`config.mk`:
```
export PLATFORM = sky130hd
export DESIGN_NAME = decimal_keypad_ctrl_flat
export DESIGN_NICKNAME = d
export VERILOG_FILES = /design/src/rtl/decimal_keypad_ctrl_pkg.sv /design/src/rtl/decimal_keypad_ctrl_if.sv /design/src/rtl/decimal_keypad_ctrl_encode.sv /design/src/rtl/decimal_keypad_ctrl.sv /design/src/flat_wrapper.sv
export SDC_FILE = /design/constraint.sdc
export NUM_CORES = 1
export LEC_CHECK = 0
export BUFFER_PORTS_ARGS = -buffer_cell sky130_fd_sc_hd__buf_2
export CAP_MARGIN = 0
export CORE_MARGIN = 1.5
export CORE_UTILIZATION = 40
export DETAILED_ROUTE_END_ITERATION = 12
export PLACE_DENSITY = 0.67
export SLEW_MARGIN = 20
export SYNTH_ARGS = -nofsm -noshare
export SYNTH_HDL_FRONTEND = slang
export SYNTH_HIERARCHICAL = 1
export SYNTH_SLANG_ARGS = --single-unit
```
`constraint.sdc`:
```
create_clock -name clk -period 5.7 [get_ports clk]
set_input_delay 0.57 -clock clk [delete_from_list [all_inputs] [get_ports clk]]
set_output_delay 0.57 -clock clk [all_outputs]
set_load 0.05 [all_outputs]
```
`src/rtl/decimal_keypad_ctrl_pkg.sv`:
```
// Shared types and helpers for the decimal keypad controller.
package decimal_pkg;

    localparam int NUM_KEYS = 10;

    typedef logic [3:0] bcd_t;

    typedef enum logic [1:0] {
        IDLE,
        DEBOUNCE,
        EMIT,
        RELEASE
    } kp_state_t;

    // True when exactly one of the ten key lines is set.
    function automatic logic is_onehot10(input logic [NUM_KEYS-1:0] v);
        logic [3:0] n;
        n = '0;
        for (int i = 0; i < NUM_KEYS; i++) begin
            n = n + {3'b000, v[i]};
        end
        return (n == 4'd1);
    endfunction

endpackage

```
`src/rtl/decimal_keypad_ctrl_if.sv`:
```
// Digit delivery handshake between the keypad controller and its consumer.
interface decimal_keypad_ctrl_if;
    import decimal_pkg::*;

    bcd_t digit_out;
    logic digit_valid;
    logic digit_ready;

    modport master (output digit_out, output digit_valid, input digit_ready);
    modport slave  (input digit_out, input digit_valid, output digit_ready);
endinterface

```
`src/rtl/decimal_keypad_ctrl_encode.sv`:
```
// One-hot key vector to BCD digit; valid only when exactly one key is set.
module dec_onehot_encode
    import decimal_pkg::*;
(
    input  logic [NUM_KEYS-1:0] onehot,
    output bcd_t                digit,
    output logic                valid
);

    // Index of the set bit; the value is meaningless when valid is low.
    always_comb begin
        digit = '0;
        for (int i = 0; i < NUM_KEYS; i++) begin
            if (onehot[i]) digit = 4'(i);
        end
        valid = is_onehot10(onehot);
    end

endmodule

```
`src/rtl/decimal_keypad_ctrl.sv`:
```
// Debounced single-key decimal keypad controller with chord rejection and
// a valid/ready digit output.
module decimal_keypad_ctrl
    import decimal_pkg::*;
#(
    parameter int DEBOUNCE_CYCLES = 16
) (
    input  logic                  clk,
    input  logic                  rst,
    input  logic [NUM_KEYS-1:0]   key_in,
    decimal_keypad_ctrl_if.master dig,
    output logic                  chord_err,
    output logic                  busy
);

    localparam int CW = $clog2(DEBOUNCE_CYCLES);
    localparam logic [CW-1:0] CNT_LAST = CW'(DEBOUNCE_CYCLES - 1);

    logic [NUM_KEYS-1:0] key_m, key_s;
    logic [NUM_KEYS-1:0] cap, cap_n;
    logic [CW-1:0]       cnt, cnt_n;
    kp_state_t           state, state_n;
    bcd_t                digit_q, digit_n;
    logic                valid_q;
    logic                chord_n;
    bcd_t                enc_digit;
    logic                enc_valid;

    dec_onehot_encode u_enc (
        .onehot (cap),
        .digit  (enc_digit),
        .valid  (enc_valid)
    );

    // Two-flop synchroniser for the asynchronous key lines.
    always_ff @(posedge clk or posedge rst) begin
        if (rst) begin
            key_m <= '0;
            key_s <= '0;
        end else begin
            key_m <= key_in;
            key_s <= key_m;
        end
    end

    // Next-state, capture, counter and output decisions.
    always_comb begin
        state_n = state;
        cap_n   = cap;
        cnt_n   = cnt;
        digit_n = digit_q;
        chord_n = 1'b0;
        case (state)
            IDLE: begin
                if (key_s != '0) begin
                    cap_n   = key_s;
                    cnt_n   = '0;
                    state_n = DEBOUNCE;
                end
            end
            DEBOUNCE: begin
                if (key_s == '0) begin
                    state_n = IDLE;
                end else if (key_s != cap) begin
                    cap_n = key_s;
                    cnt_n = '0;
                end else if (cnt == CNT_LAST) begin
                    if (enc_valid) begin
                        digit_n = enc_digit;
                        state_n = EMIT;
                    end else begin
                        chord_n = 1'b1;
                        state_n = RELEASE;
                    end
                end else begin
                    cnt_n = cnt + 1'b1;
                end
            end
            EMIT: begin
                // Keys are ignored here; only the handshake moves us on.
                if (valid_q && dig.digit_ready) begin
                    cnt_n   = '0;
                    state_n = RELEASE;
                end
            end
            RELEASE: begin
                if (key_s != '0) begin
                    cnt_n = '0;
                end else if (cnt == CNT_LAST) begin
                    state_n = IDLE;
                end else begin
                    cnt_n = cnt + 1'b1;
                end
            end
            default: state_n = IDLE;
        endcase
    end

    // State and registered outputs; outputs follow the next state so they
    // change on the same edge as the transition.
    always_ff @(posedge clk or posedge rst) begin
        if (rst) begin
            state     <= IDLE;
            cap       <= '0;
            cnt       <= '0;
            digit_q   <= '0;
            valid_q   <= 1'b0;
            chord_err <= 1'b0;
            busy      <= 1'b0;
        end else begin
            state     <= state_n;
            cap       <= cap_n;
            cnt       <= cnt_n;
            digit_q   <= digit_n;
            valid_q   <= (state_n == EMIT);
            chord_err <= chord_n;
            busy      <= (state_n != IDLE);
        end
    end

    assign dig.digit_out   = digit_q;
    assign dig.digit_valid = valid_q;

endmodule

```
`src/flat_wrapper.sv`:
```
// flat-port wrapper written by rule: the top's interface ports become plain ports
module decimal_keypad_ctrl_flat import decimal_pkg::*;
#(
    parameter int DEBOUNCE_CYCLES = 16
)
  (clk, rst, key_in, chord_err, busy, dig_digit_out, dig_digit_valid, dig_digit_ready);
  decimal_keypad_ctrl_if dig_i ();
  input  logic clk;
  input  logic rst;
  input  logic [NUM_KEYS-1:0] key_in;
  output logic chord_err;
  output logic busy;
  output wire logic [$bits(dig_i.digit_out)-1:0] dig_digit_out;
  output wire logic [$bits(dig_i.digit_valid)-1:0] dig_digit_valid;
  input wire logic [$bits(dig_i.digit_ready)-1:0] dig_digit_ready;
  assign dig_digit_out = dig_i.digit_out;
  assign dig_digit_valid = dig_i.digit_valid;
  assign dig_i.digit_ready = dig_digit_ready;
  decimal_keypad_ctrl #(.DEBOUNCE_CYCLES(DEBOUNCE_CYCLES)) u_core (.clk(clk), .rst(rst), .key_in(key_in), .dig(dig_i), .chord_err(chord_err), .busy(busy));
endmodule
```
==> flow_summary_export.csv, run 1 <==
group,metric,value,unit
place,port_buffers,19,
detailed_routing,drt-initial-drc-count,19,
floorplanning,die_extent_in_x,74.67,um
detailed_routing,met3WireLength,120,um
synthesis,synth.lib_cells_used.distinct,41,
cells_and_area,fin_nets,215,
setup_path,critical_path_arrival,4140,ps
setup_path,crit_path_cell_trace,"fa_1 -> fa_1 -> inv_1 -> fa_1 -> fa_1 -> fa_1 -> nor2_1 -> a31oi_1 -> nor4b_2 -> nand3_2 -> mux2_2",
synthesis,synth_ff_type,"dfrtp_1",
clock_tree,ctsResizeCount,0,
global_routing,grt.total_usage,14.25,%
sta,report.final.setup_viol,0,
detailed_routing,viasPerCell,5.043,
synthesis,synthesis.area_per_instance,12.45,sq um
synthesis,netlist.area_leader.share,52.38,%
pwr,ir_drop,182.5,uV
global_routing,grt_max_degree,44,
place,gp_routability_congestion,0.7794,
clock_tree,cts_hold_buf,0,
sta,fin_worst_skew,7.775,ps
synthesis,syn_nets,191,
cells_and_area,antenna-diode-count,0,
setup_path,critical_path_class,"reg2reg",
global_routing,first_global_vias,1255,
synthesis,synthesis.instances,165,
detailed_routing,drt-pass1-iter-count,4,
detailed_routing,vias_after_detailed_routing,1296,
detailed_routing,drt.antenna.violating_nets,0,
place,detailedPlacementHpwl,2444,um
setup_path,timing.critical_path.from,"u_core/cap[2]$_DFFE_PP0P_",
synthesis,ys_async_sr_fraction,100.0,%
sta,worst-slew-pin-transition,517.0,ps
pwr,p_sw_share,27.12,%
sta,hold_viol,0,
setup_path,cp.required,5890,ps
sta,maxSlewViolCount,0,
sta,fmax,0.2530,GHz
detailed_routing,routed-wl-met2,1543,um
pwr,power.density_cell_area,265.4,nW/um^2
synthesis,synth_area_leaders,"dfrtp_1, fa_1, ha_1",
sta,minimum_clock_period,3953,ps
synthesis,syn-cell-area,2054,sq um
floorplanning,floorplan.initialDensity,42.37,%
pwr,net-switching-power,0.0001666,W
synthesis,share_of_the_yosys_chip_area_belonging_to_registers,52.38,%
detailed_routing,route.detailed.drc,0,
pwr,clockPowerShare,33.4,%
clock_tree,post_cts_buffers,0,
setup_path,crit-reg2reg-capture,"u_core/dig.digit_out[2]$_DFFE_PP0P_",
outcome,outcome,"finished clean",
setup_path,reg2reg_slack,1750,ps
floorplanning,die_area,5575,sq um
floorplanning,number_of_placement_rows,25,
synthesis,warning_count_from_the_yosys_run,6,
detailed_routing,wirelength_met1,1544,um
cells_and_area,fin_util,47.74,%
place,post_dp_cell_area,2220,sq um
pwr,share_seq_of_total_power,53.2,%
detailed_routing,route.detailed.wl_per_inst,12.75,um
clock_tree,cts-buffers-inserted,5,
floorplanning,core_region_area,4848,sq um
setup_path,cpPeakStageDelay,520,ps
clock_tree,cts-root-buf,"clkbuf_8",
clock_tree,clk_pin_slew_worst_paths,90,ps
cells_and_area,final_cell_mix,"dfrtp_1, buf_2, inv_1",
sta,worst_slew_margin,65.33,%
cells_and_area,most_common_library_cell_in_the_layout_ignoring_fill_and_taps,"dfrtp_1",
setup_path,crit-reg2reg-launch,"u_core/cap[2]$_DFFE_PP0P_",
detailed_routing,top_layer,"met4",
setup_path,reg2reg_depth,11,
setup_path,cp-endpoint,"u_core/dig.digit_out[2]$_DFFE_PP0P_",
setup_path,critPathMostFrequentCell,"fa_1",
cells_and_area,post_route_cells_drive_above_1_share,25.26,%
cells_and_area,area.sequential,1076,sq um
clock_tree,cts-htree-levels,2,
cells_and_area,flow.area_growth_from_synthesis,12.67,%
setup_path,crit_path_max_fanout,5,
worst_hold_path,hold_class,"reg2reg",
sta,rsz_0062_raised_after_global_routing,"no",
detailed_routing,wirelength,3278,um
clock_tree,clock_sinks,43,
global_routing,grt_antenna_before_repair,0,
floorplanning,ioPinCount,20,
cells_and_area,fill_cells,451,
pwr,p_leak,1.044,nW
setup_path,worst_setup_path_start_kind,"register",
floorplanning,dieHeight,74.67,um
synthesis,yosysTopAreaCell,"dfrtp_1",
pwr,power_frac_comb,13.4,%
cells_and_area,multi_input_area,904.6,sq um
synthesis,number_of_enable_flip_flop_cells_after_synthesis,0,
flow_run,drv_cap,0,
sta,tns,0,ps
setup_path,worstSetupEndpointType,"register",
pwr,internal-power,0.0004477,W
cells_and_area,postLayoutCellArea,2315,sq um
global_routing,global_route.overflow_total,0,
setup_path,cpMaxStageDelayCell,"fa_1",
sta,period_share,69.34,%
clock_tree,clk_latency,300,ps
clock_tree,cts-root-to-sink-buffers,2,
synthesis,ys_seq_elements,43,
global_routing,wire_length_of_the_first_global_routing_pass,5796,um
clock_tree,tritoncts,"yes",
worst max-delay path: cells and delay by family (launching register included):
family	cells	cell delay, ps
compound gates	1	100
buf+inv	1	50
fa+ha+maj	5	2280
simple gates	3	650
mux	1	310
flops	1	460
kinds of logic after synthesis:
kind of cell / after synthesis / share of synthesized area [%]
adders and majority gates: 13 / 10.11
AOI/OAI and AO/OA: 30 / 10.96
DFF: 43 / 52.38
xor gates and xnor gates: 10 / 4.263
muxes: 10 / 6.090
and+or+nand+nor: 42 / 12.61
buffers and inverters: 17 / 3.593
metrics by stage:
stage | instances | power, W | hold WS, ps | setup WS (ps)
after global routing | 257 | 0.0006474 | 349.1 | 1505
after detailed placement | 249 | 0.0004171 | 334.7 | 1717
after CTS | 257 | 0.0006229 | 355.0 | 1720
after floorplan | 165 | 0.0003971 | 331.2 | 1947
final | 257 | 0.0006143 | 351.7 | 1747
after global placement | 249 | 0.0004150 | 332.1 | 1847
sequential cells by signal, indices dropped and copies added, names as in the netlist:
register	cells
u_core/cap	10
u_core/key_m	10
u_core/key_s	10
u_core/cnt	4
u_core/dig.digit_out	4
u_core/state	2
u_core/busy	1
u_core/chord_err	1
u_core/dig.digit_valid	1
layout make-up:
cell class | count | share of cell area [%]
Clock buffer | 5 | 2.973
Clock inverter | 3 | 1.135
Inverter | 14 | 2.270
Multi-Input combinational cell | 105 | 39.08
Sequential cell | 43 | 46.49
Tap cell | 67 | 3.622
Timing Repair Buffer | 20 | 4.432
power groups by stage:
stage	clock network (W)	registers, W	logic, W
global route	0.000224	0.000329	0.0000942
finish	0.000205	0.000327	0.0000822
detailed placement	0	0.000333	0.0000841
floorplan	0	0.000330	0.0000668
CTS	0.000212	0.000327	0.0000837
global placement	0	0.000333	0.0000825
metal layers:
layer / global-route usage, % / vias to the layer above
met2: 22.12 / 27
met5: 0 / -
li1: - / 628
met3: 3.614 / 6
met1: 18.65 / 635
met4: 7.273 / 0
cell usage after synthesis (2+ instances only):
master	n
mux2_2	4
nor2_1	8
nor3b_1	2
and3_1	2
mux2_4	4
fa_1	6
a21oi_1	7
o21ai_0	2
buf_2	2
dfrtp_1	43
a211oi_1	5
nand3_1	7
inv_1	13
nor3_1	3
nor4_1	3
o22ai_1	2
mux2i_1	2
nand2_1	6
ha_1	7
xnor2_1	10
nand2b_1	3
a22o_1	5
worst min-delay path by stage:
stage / start / endpoint / slack [ps] / depth (start not counted)
finish: u_core/key_m[5]$_DFF_PP0_ / u_core/key_s[5]$_DFF_PP0_ / 350 / 0
CTS: u_core/key_m[9]$_DFF_PP0_ / u_core/key_s[9]$_DFF_PP0_ / 350 / 0
global placement: u_core/key_m[7]$_DFF_PP0_ / u_core/key_s[7]$_DFF_PP0_ / 330 / 0
global route: key_in[1] / u_core/key_m[1]$_DFF_PP0_ / 350 / 1
detailed placement: u_core/key_m[2]$_DFF_PP0_ / u_core/key_s[2]$_DFF_PP0_ / 330 / 0
floorplan: u_core/key_m[0]$_DFF_PP0_ / u_core/key_s[0]$_DFF_PP0_ / 330 / 0
Note: power is estimated with default switching activity, not from simulation.
==> inputs of run 2 (changes only) <==
==> constraint.sdc (replaced) <==
create_clock -name clk -period 4.11 [get_ports clk]
set_input_delay 0.411 -clock clk [delete_from_list [all_inputs] [get_ports clk]]
set_output_delay 0.411 -clock clk [all_outputs]
set_load 0.05 [all_outputs]
==> run 2 against run 1 <==
Compared with the run above:
- first-iteration DRC count up 130%
- wire length up 4.2%
- critical path type unchanged
- worst setup slack got worse by 1600 ps
- highest routed layer unchanged
- largest power group unchanged
- non-clock buffer count is 2 higher
==> flow_summary_export.csv, run 2 (synthesized netlist as in run 1, its figures left out) <==
group,metric,value,unit
worst_hold_path,hold_class,"in2reg",
setup_path,crit_path_cell_trace,"fa_1 -> fa_1 -> inv_1 -> fa_1 -> fa_1 -> fa_1 -> nor2_1 -> a31oi_1 -> nor4b_2 -> buf_4 -> o21a_1 -> a21oi_1 -> a31o_2",
sta,period_share,96.44,%
setup_path,crit_family,"adder cells",
floorplanning,dieHeight,74.67,um
place,post_dp_cell_area,2227,sq um
sta,minimum_clock_period,3964,ps
clock_tree,cts-buffers-inserted,5,
cells_and_area,area.sequential,1079,sq um
floorplanning,floorplan.initialDensity,42.37,%
clock_tree,cts-root-buf,"clkbuf_8",
global_routing,grt_antenna_before_repair,0,
cells_and_area,final_cell_mix,"dfrtp_1, buf_2, inv_1",
setup_path,cpPeakStageDelay,510,ps
sta,fmax,0.2523,GHz
setup_path,crit_path_max_fanout,5,
pwr,p_leak,1.061,nW
detailed_routing,drt.antenna.violating_nets,0,
place,detailedPlacementHpwl,2575,um
pwr,power.density_cell_area,387.0,nW/um^2
pwr,internal-power,0.0006846,W
cells_and_area,fill_cells,461,
pwr,power_frac_comb,13.5,%
setup_path,worstSetupEndpointType,"register",
detailed_routing,drt-initial-drc-count,44,
cells_and_area,fin_nets,217,
setup_path,crit-reg2reg-launch,"u_core/cap[2]$_DFFE_PP0P_",
place,port_buffers,19,
setup_path,critical_path_class,"reg2reg",
detailed_routing,route.detailed.drc,0,
cells_and_area,post_route_cells_drive_above_1_share,27.08,%
place,gp_routability_congestion,0.7785,
floorplanning,number_of_placement_rows,25,
floorplanning,ioPinCount,20,
sta,worst_slew_margin,62.77,%
setup_path,cpMaxStageDelayCell,"fa_1",
setup_path,cp.required,4300,ps
cells_and_area,antenna-diode-count,0,
clock_tree,clk_pin_slew_worst_paths,90,ps
global_routing,grt.total_usage,14.72,%
detailed_routing,vias_after_detailed_routing,1309,
pwr,ir_drop,176.2,uV
global_routing,global_route.overflow_total,0,
clock_tree,clock_sinks,43,
sta,tns,0,ps
detailed_routing,route.detailed.wl_per_inst,13.19,um
setup_path,reg2reg_depth,13,
detailed_routing,wirelength,3416,um
sta,worst-slew-pin-transition,555.1,ps
pwr,p_sw_share,24.85,%
sta,report.final.setup_viol,0,
cells_and_area,fin_util,48.54,%
clock_tree,clk_latency,300,ps
clock_tree,tritoncts,"yes",
clock_tree,cts-root-to-sink-buffers,2,
setup_path,timing.critical_path.from,"u_core/cap[2]$_DFFE_PP0P_",
cells_and_area,postLayoutCellArea,2354,sq um
setup_path,worst_setup_path_start_kind,"register",
sta,hold_viol,0,
worst_hold_path,worst_hold_path_ep,"u_core/key_m[0]$_DFF_PP0_",
floorplanning,die_area,5575,sq um
detailed_routing,drt-pass1-iter-count,4,
cells_and_area,most_common_library_cell_in_the_layout_ignoring_fill_and_taps,"dfrtp_1",
pwr,clockPowerShare,36.8,%
setup_path,critical_path_buf_inv_count,2,
clock_tree,cts_hold_buf,0,
global_routing,wire_length_of_the_first_global_routing_pass,5968,um
place,place_worst_setup_slack,99.25,ps
global_routing,first_global_vias,1330,
cells_and_area,flow.area_growth_from_synthesis,14.56,%
cells_and_area,top_registers,"u_core/cap x10, u_core/key_m x10, u_core/key_s x10",
floorplanning,core_region_area,4848,sq um
clock_tree,cts-htree-levels,2,
outcome,outcome,"finished clean",
floorplanning,die_extent_in_x,74.67,um
pwr,share_seq_of_total_power,49.7,%
setup_path,critPathMostFrequentCell,"fa_1",
detailed_routing,viasPerCell,5.054,
sta,fin_worst_skew,10.33,ps
worst_hold_path,worstHoldStart,"key_in[0]",
cells_and_area,multi_input_area,904.6,sq um
worst_hold_path,timing.hold.worst_path_depth,1,
pwr,design_power_total,0.0009109,W
sta,worst_case_setup_margin_in_the_final_layout,146.1,ps
setup_path,reg2reg_slack,150,ps
global_routing,grt_max_degree,44,
setup_path,critical_path_arrival,4160,ps
flow_run,drv_cap,0,
pwr,net-switching-power,0.0002263,W
setup_path,crit-reg2reg-capture,"u_core/state[0]$_DFF_PP0_",
sta,maxSlewViolCount,0,
[run 2: changes by cell type in the layout (fill, tap and decap cells not counted), sizes merged]
cell / change
inv: -2
buf: +2
clkinv: +1
bufinv: +1
[run 2: metal layers]
metal	GRT usage, %	share of wire [%]	vias up
met2	23.41	47	22
met5	0	0	-
li1	-	-	632
met3	4.016	3.2	8
met1	18.59	47	647
met4	7.475	2.4	0
[run 2: what timing repair did]
item	CTS	global route
gates resized for setup	0	2
setup buffers	0	1
endpoints found under the setup margin	0	6
[run 2: worst register-to-register path, stage by stage, from the launching register on]
cell	delay (ps)
dfrtp_2	460
fa_1	510
fa_1	510
inv_1	50
fa_1	460
fa_1	410
fa_1	390
nor2_1	100
a31oi_1	100
nor4b_2	290
buf_4	160
o21a_1	130
a21oi_1	70
a31o_2	220
[run 2: how the worst max path moves through the flow]
stage / depth (start not counted) / slack (ps) / to
detailed placement: 11 / 100 / u_core/dig.digit_out[0]$_DFFE_PP0P_
global route: 13 / -30 / u_core/dig.digit_valid$_DFF_PP0_
floorplan: 12 / 360 / u_core/state[0]$_DFF_PP0_
CTS: 11 / 120 / u_core/dig.digit_out[2]$_DFFE_PP0P_
finish: 13 / 150 / u_core/state[0]$_DFF_PP0_
global placement: 11 / 260 / u_core/dig.digit_out[1]$_DFFE_PP0P_
[run 2: per-stage QoR]
| stage | hold WS [ps] | instances |
|---|---|---|
| 2_1_floorplan | 331.2 | 165 |
| 3_3_place_gp | 332.0 | 250 |
| 5_1_grt | 189.3 | 259 |
| 4_1_cts | 199.4 | 258 |
| 3_5_place_dp | 334.7 | 250 |
| 6_report | 209.9 | 259 |
[run 2: power by group through the flow]
stage / Combinational, W / Sequential [W] / Clock (W)
after floorplan: 0.0000927 / 0.000458 / 0
after global placement: 0.000116 / 0.000461 / 0
after CTS: 0.000121 / 0.000453 / 0.000347
after detailed placement: 0.000120 / 0.000461 / 0
after global routing: 0.000140 / 0.000455 / 0.000363
final: 0.000123 / 0.000453 / 0.000335
[run 2: cell type report]
cell class / count / share of cell area [%]
Timing Repair Buffer: 22 / 4.997
Tap cell: 67 / 3.562
Sequential cell: 43 / 45.83
Clock inverter: 3 / 2.020
Inverter: 14 / 2.233
Multi-Input combinational cell: 105 / 38.44
Clock buffer: 5 / 2.924
==> inputs of run 3 (changes only) <==
--- a/config.mk
+++ b/config.mk
@@ -10,7 +10,6 @@
 export CORE_MARGIN = 1.5
 export CORE_UTILIZATION = 40
 export DETAILED_ROUTE_END_ITERATION = 12
-export PLACE_DENSITY = 0.67
 export SLEW_MARGIN = 20
 export SYNTH_ARGS = -nofsm -noshare
 export SYNTH_HDL_FRONTEND = slang
==> run 3 against run 2 <==
Compared with the run above:
- worst hold slack better by 12 ps
- register-to-register slack better by 80 ps
- worst setup slack better by 79 ps
- sequential share of layout area is 0.39 points lower
- clock power about the same
- via count grew 4.0%
- design area up 0.85%
- sequential power about the same
- first-iteration DRC count is 11% higher
- final cell count unchanged
- critical path type unchanged
- highest routed layer unchanged
==> flow_summary_export.csv, run 3 (synthesized netlist as in run 1, its figures left out) <==
group,metric,value,unit
setup_path,critical_path_class,"reg2reg",
global_routing,grtUsageMet1,18.93,%
floorplanning,core_region_area,4848,sq um
pwr,power.density_cell_area,387.4,nW/um^2
sta,period_share,94.52,%
place,gp_routability_congestion,0.8932,
global_routing,grt.busiest_layer,"met2",
place,port_buffers,19,
global_routing,global_route_met3_usage,4.418,%
setup_path,critical_path_arrival,4070,ps
clock_tree,cts-root-to-sink-buffers,2,
cells_and_area,postLayoutCellArea,2374,sq um
place,placed_cells_incl_taps,250,
floorplanning,die_extent_in_x,74.67,um
floorplanning,number_of_placement_rows,25,
global_routing,global_route.usage.met2,26.39,%
cells_and_area,fin_nets,217,
detailed_routing,drt.antenna.violating_nets,0,
sta,minimum_clock_period,3885,ps
worst_hold_path,timing.hold.worst_path_depth,1,
outcome,outcome,"finished clean",
global_routing,grt_max_degree,44,
global_routing,first_global_vias,1419,
floorplanning,floorplan.initialDensity,42.37,%
cells_and_area,layoutNonFillerInstCount,259,
sta,maxSlewViolCount,0,
setup_path,reg2reg_slack,230,ps
detailed_routing,vias_after_detailed_routing,1362,
sta,rsz_0062_raised_after_global_routing,"no",
pwr,ir_drop,260.9,uV
cells_and_area,fill_cells,442,
worst_hold_path,worstHoldStart,"key_in[6]",
worst_hold_path,worst_hold_path_ep,"u_core/key_m[6]$_DFF_PP0_",
global_routing,wire_length_of_the_first_global_routing_pass,6492,um
sta,fmax,0.2574,GHz
worst_hold_path,hold_class,"in2reg",
floorplanning,die_area,5575,sq um
setup_path,worst_setup_path_start_kind,"register",
clock_tree,cts-htree-levels,2,
place,place_worst_setup_slack,-15.28,ps
clock_tree,clock_sinks,43,
detailed_routing,drt-initial-drc-count,49,
pwr,p_leak,1.066,nW
global_routing,global_route.overflow_total,0,
clock_tree,cts-root-buf,"clkbuf_8",
setup_path,crit-reg2reg-launch,"u_core/cap[2]$_DFFE_PP0P_",
cells_and_area,flow.area_growth_from_synthesis,15.53,%
sta,report.final.setup_viol,0,
clock_tree,cts-buffers-inserted,5,
detailed_routing,route.detailed.drc,0,
setup_path,worstSetupEndpointType,"register",
sta,hold_viol,0,
cells_and_area,top_registers,"u_core/cap x10, u_core/key_m x10, u_core/key_s x10",
cells_and_area,final_cell_mix,"dfrtp_1, buf_2, inv_1",
clock_tree,clk_latency,290,ps
setup_path,reg2reg_depth,12,
sta,worst-slew-pin-transition,548.3,ps
place,post_dp_cell_area,2227,sq um
detailed_routing,wirelength,3815,um
setup_path,crit_path_max_fanout,4,
floorplanning,dieHeight,74.67,um
clock_tree,tritoncts,"yes",
setup_path,cp.required,4290,ps
detailed_routing,drt-pass1-iter-count,4,
sta,worst_case_setup_margin_in_the_final_layout,225.1,ps
floorplanning,ioPinCount,20,
sta,worst_slew_margin,63.45,%
flow_run,drv_cap,0,
cells_and_area,most_common_library_cell_in_the_layout_ignoring_fill_and_taps,"dfrtp_1",
global_routing,grt_antenna_before_repair,0,
place,detailedPlacementHpwl,2818,um
global_routing,grt.total_usage,15.66,%
cells_and_area,antenna-diode-count,0,
clock_tree,clk_pin_slew_worst_paths,80,ps
setup_path,crit-reg2reg-capture,"u_core/state[0]$_DFF_PP0_",
sta,fin_worst_skew,6.029,ps
cells_and_area,post_route_cells_drive_above_1_share,28.65,%
detailed_routing,viasPerCell,5.259,
detailed_routing,route.detailed.wl_per_inst,14.73,um
## run 3: critical path: stages (launching register included)
cell and delay (ps):
dfrtp_2 440, fa_1 500, fa_1 510, inv_1 50
fa_1 450, fa_2 380, fa_2 350, nor2_1 90
a31oi_1 120, nor4b_4 390, o21a_1 180, a21oi_1 80
a31o_2 230
## run 3: where the power goes
| part | total [W] | switching [W] | internal (W) |
|---|---|---|---|
| sequential | 0.000453 | 0.0000150 | 0.000438 |
| combinational | 0.000135 | 0.0000678 | 0.0000669 |
| clock | 0.000332 | 0.000135 | 0.000196 |
| total | 0.000920 | 0.000218 | 0.000701 |
## run 3: worst max path at each step
stage / from / endpoint / slack [ps] / depth (start not counted)
6_report: u_core/cap[2]$_DFFE_PP0P_ / u_core/state[0]$_DFF_PP0_ / 230 / 12
5_1_grt: u_core/cap[2]$_DFFE_PP0P_ / u_core/dig.digit_out[2]$_DFFE_PP0P_ / 50 / 11
4_1_cts: u_core/cap[2]$_DFFE_PP0P_ / u_core/dig.digit_out[1]$_DFFE_PP0P_ / 90 / 11
3_5_place_dp: u_core/cap[2]$_DFFE_PP0P_ / u_core/dig.digit_out[1]$_DFFE_PP0P_ / -20 / 11
3_3_place_gp: u_core/cap[2]$_DFFE_PP0P_ / u_core/state[0]$_DFF_PP0_ / 230 / 12
2_1_floorplan: u_core/cap[2]$_DFFE_PP0P_ / u_core/state[0]$_DFF_PP0_ / 360 / 12
## run 3: stage by stage
stage          power [W]  TNS, ps  utilization (%)  hold slack, ps
2_1_floorplan  0.0005507        0                -           331.2
3_3_place_gp   0.0005740        0            45.94           332.1
3_5_place_dp   0.0005845   -26.32            45.94           335.5
4_1_cts        0.0009294        0            48.54           212.7
5_1_grt        0.0009715        0            48.95           206.4
6_report       0.0009196        0            48.95           221.9
## run 3: timing repair
| action | 4_1_cts | 5_1_grt |
|---|---|---|
| hold buffers | 0 | 0 |
| setup buffers | 0 | 1 |
| setup endpoints to repair | 2 | 6 |
| resized for setup | 1 | 5 |
| pin swaps | 0 | 3 |
## run 3: area by class of cell
class	instances	area, sq um	share of cell area [%]
sequential	43	1079	45.44
multi-input combinational	105	923.4	38.90
timing repair buffer	22	117.6	4.955
tap	67	83.83	3.532
clock buffer	6	82.58	3.479
inverter	14	52.55	2.214
clock inverter	2	35.03	1.476
## run 3: layer usage
layer  wire length, um  up-vias
li1                  -      632
met1              1715      690
met2              1895       34
met3               140        6
met4                63        0
met5                 0        -
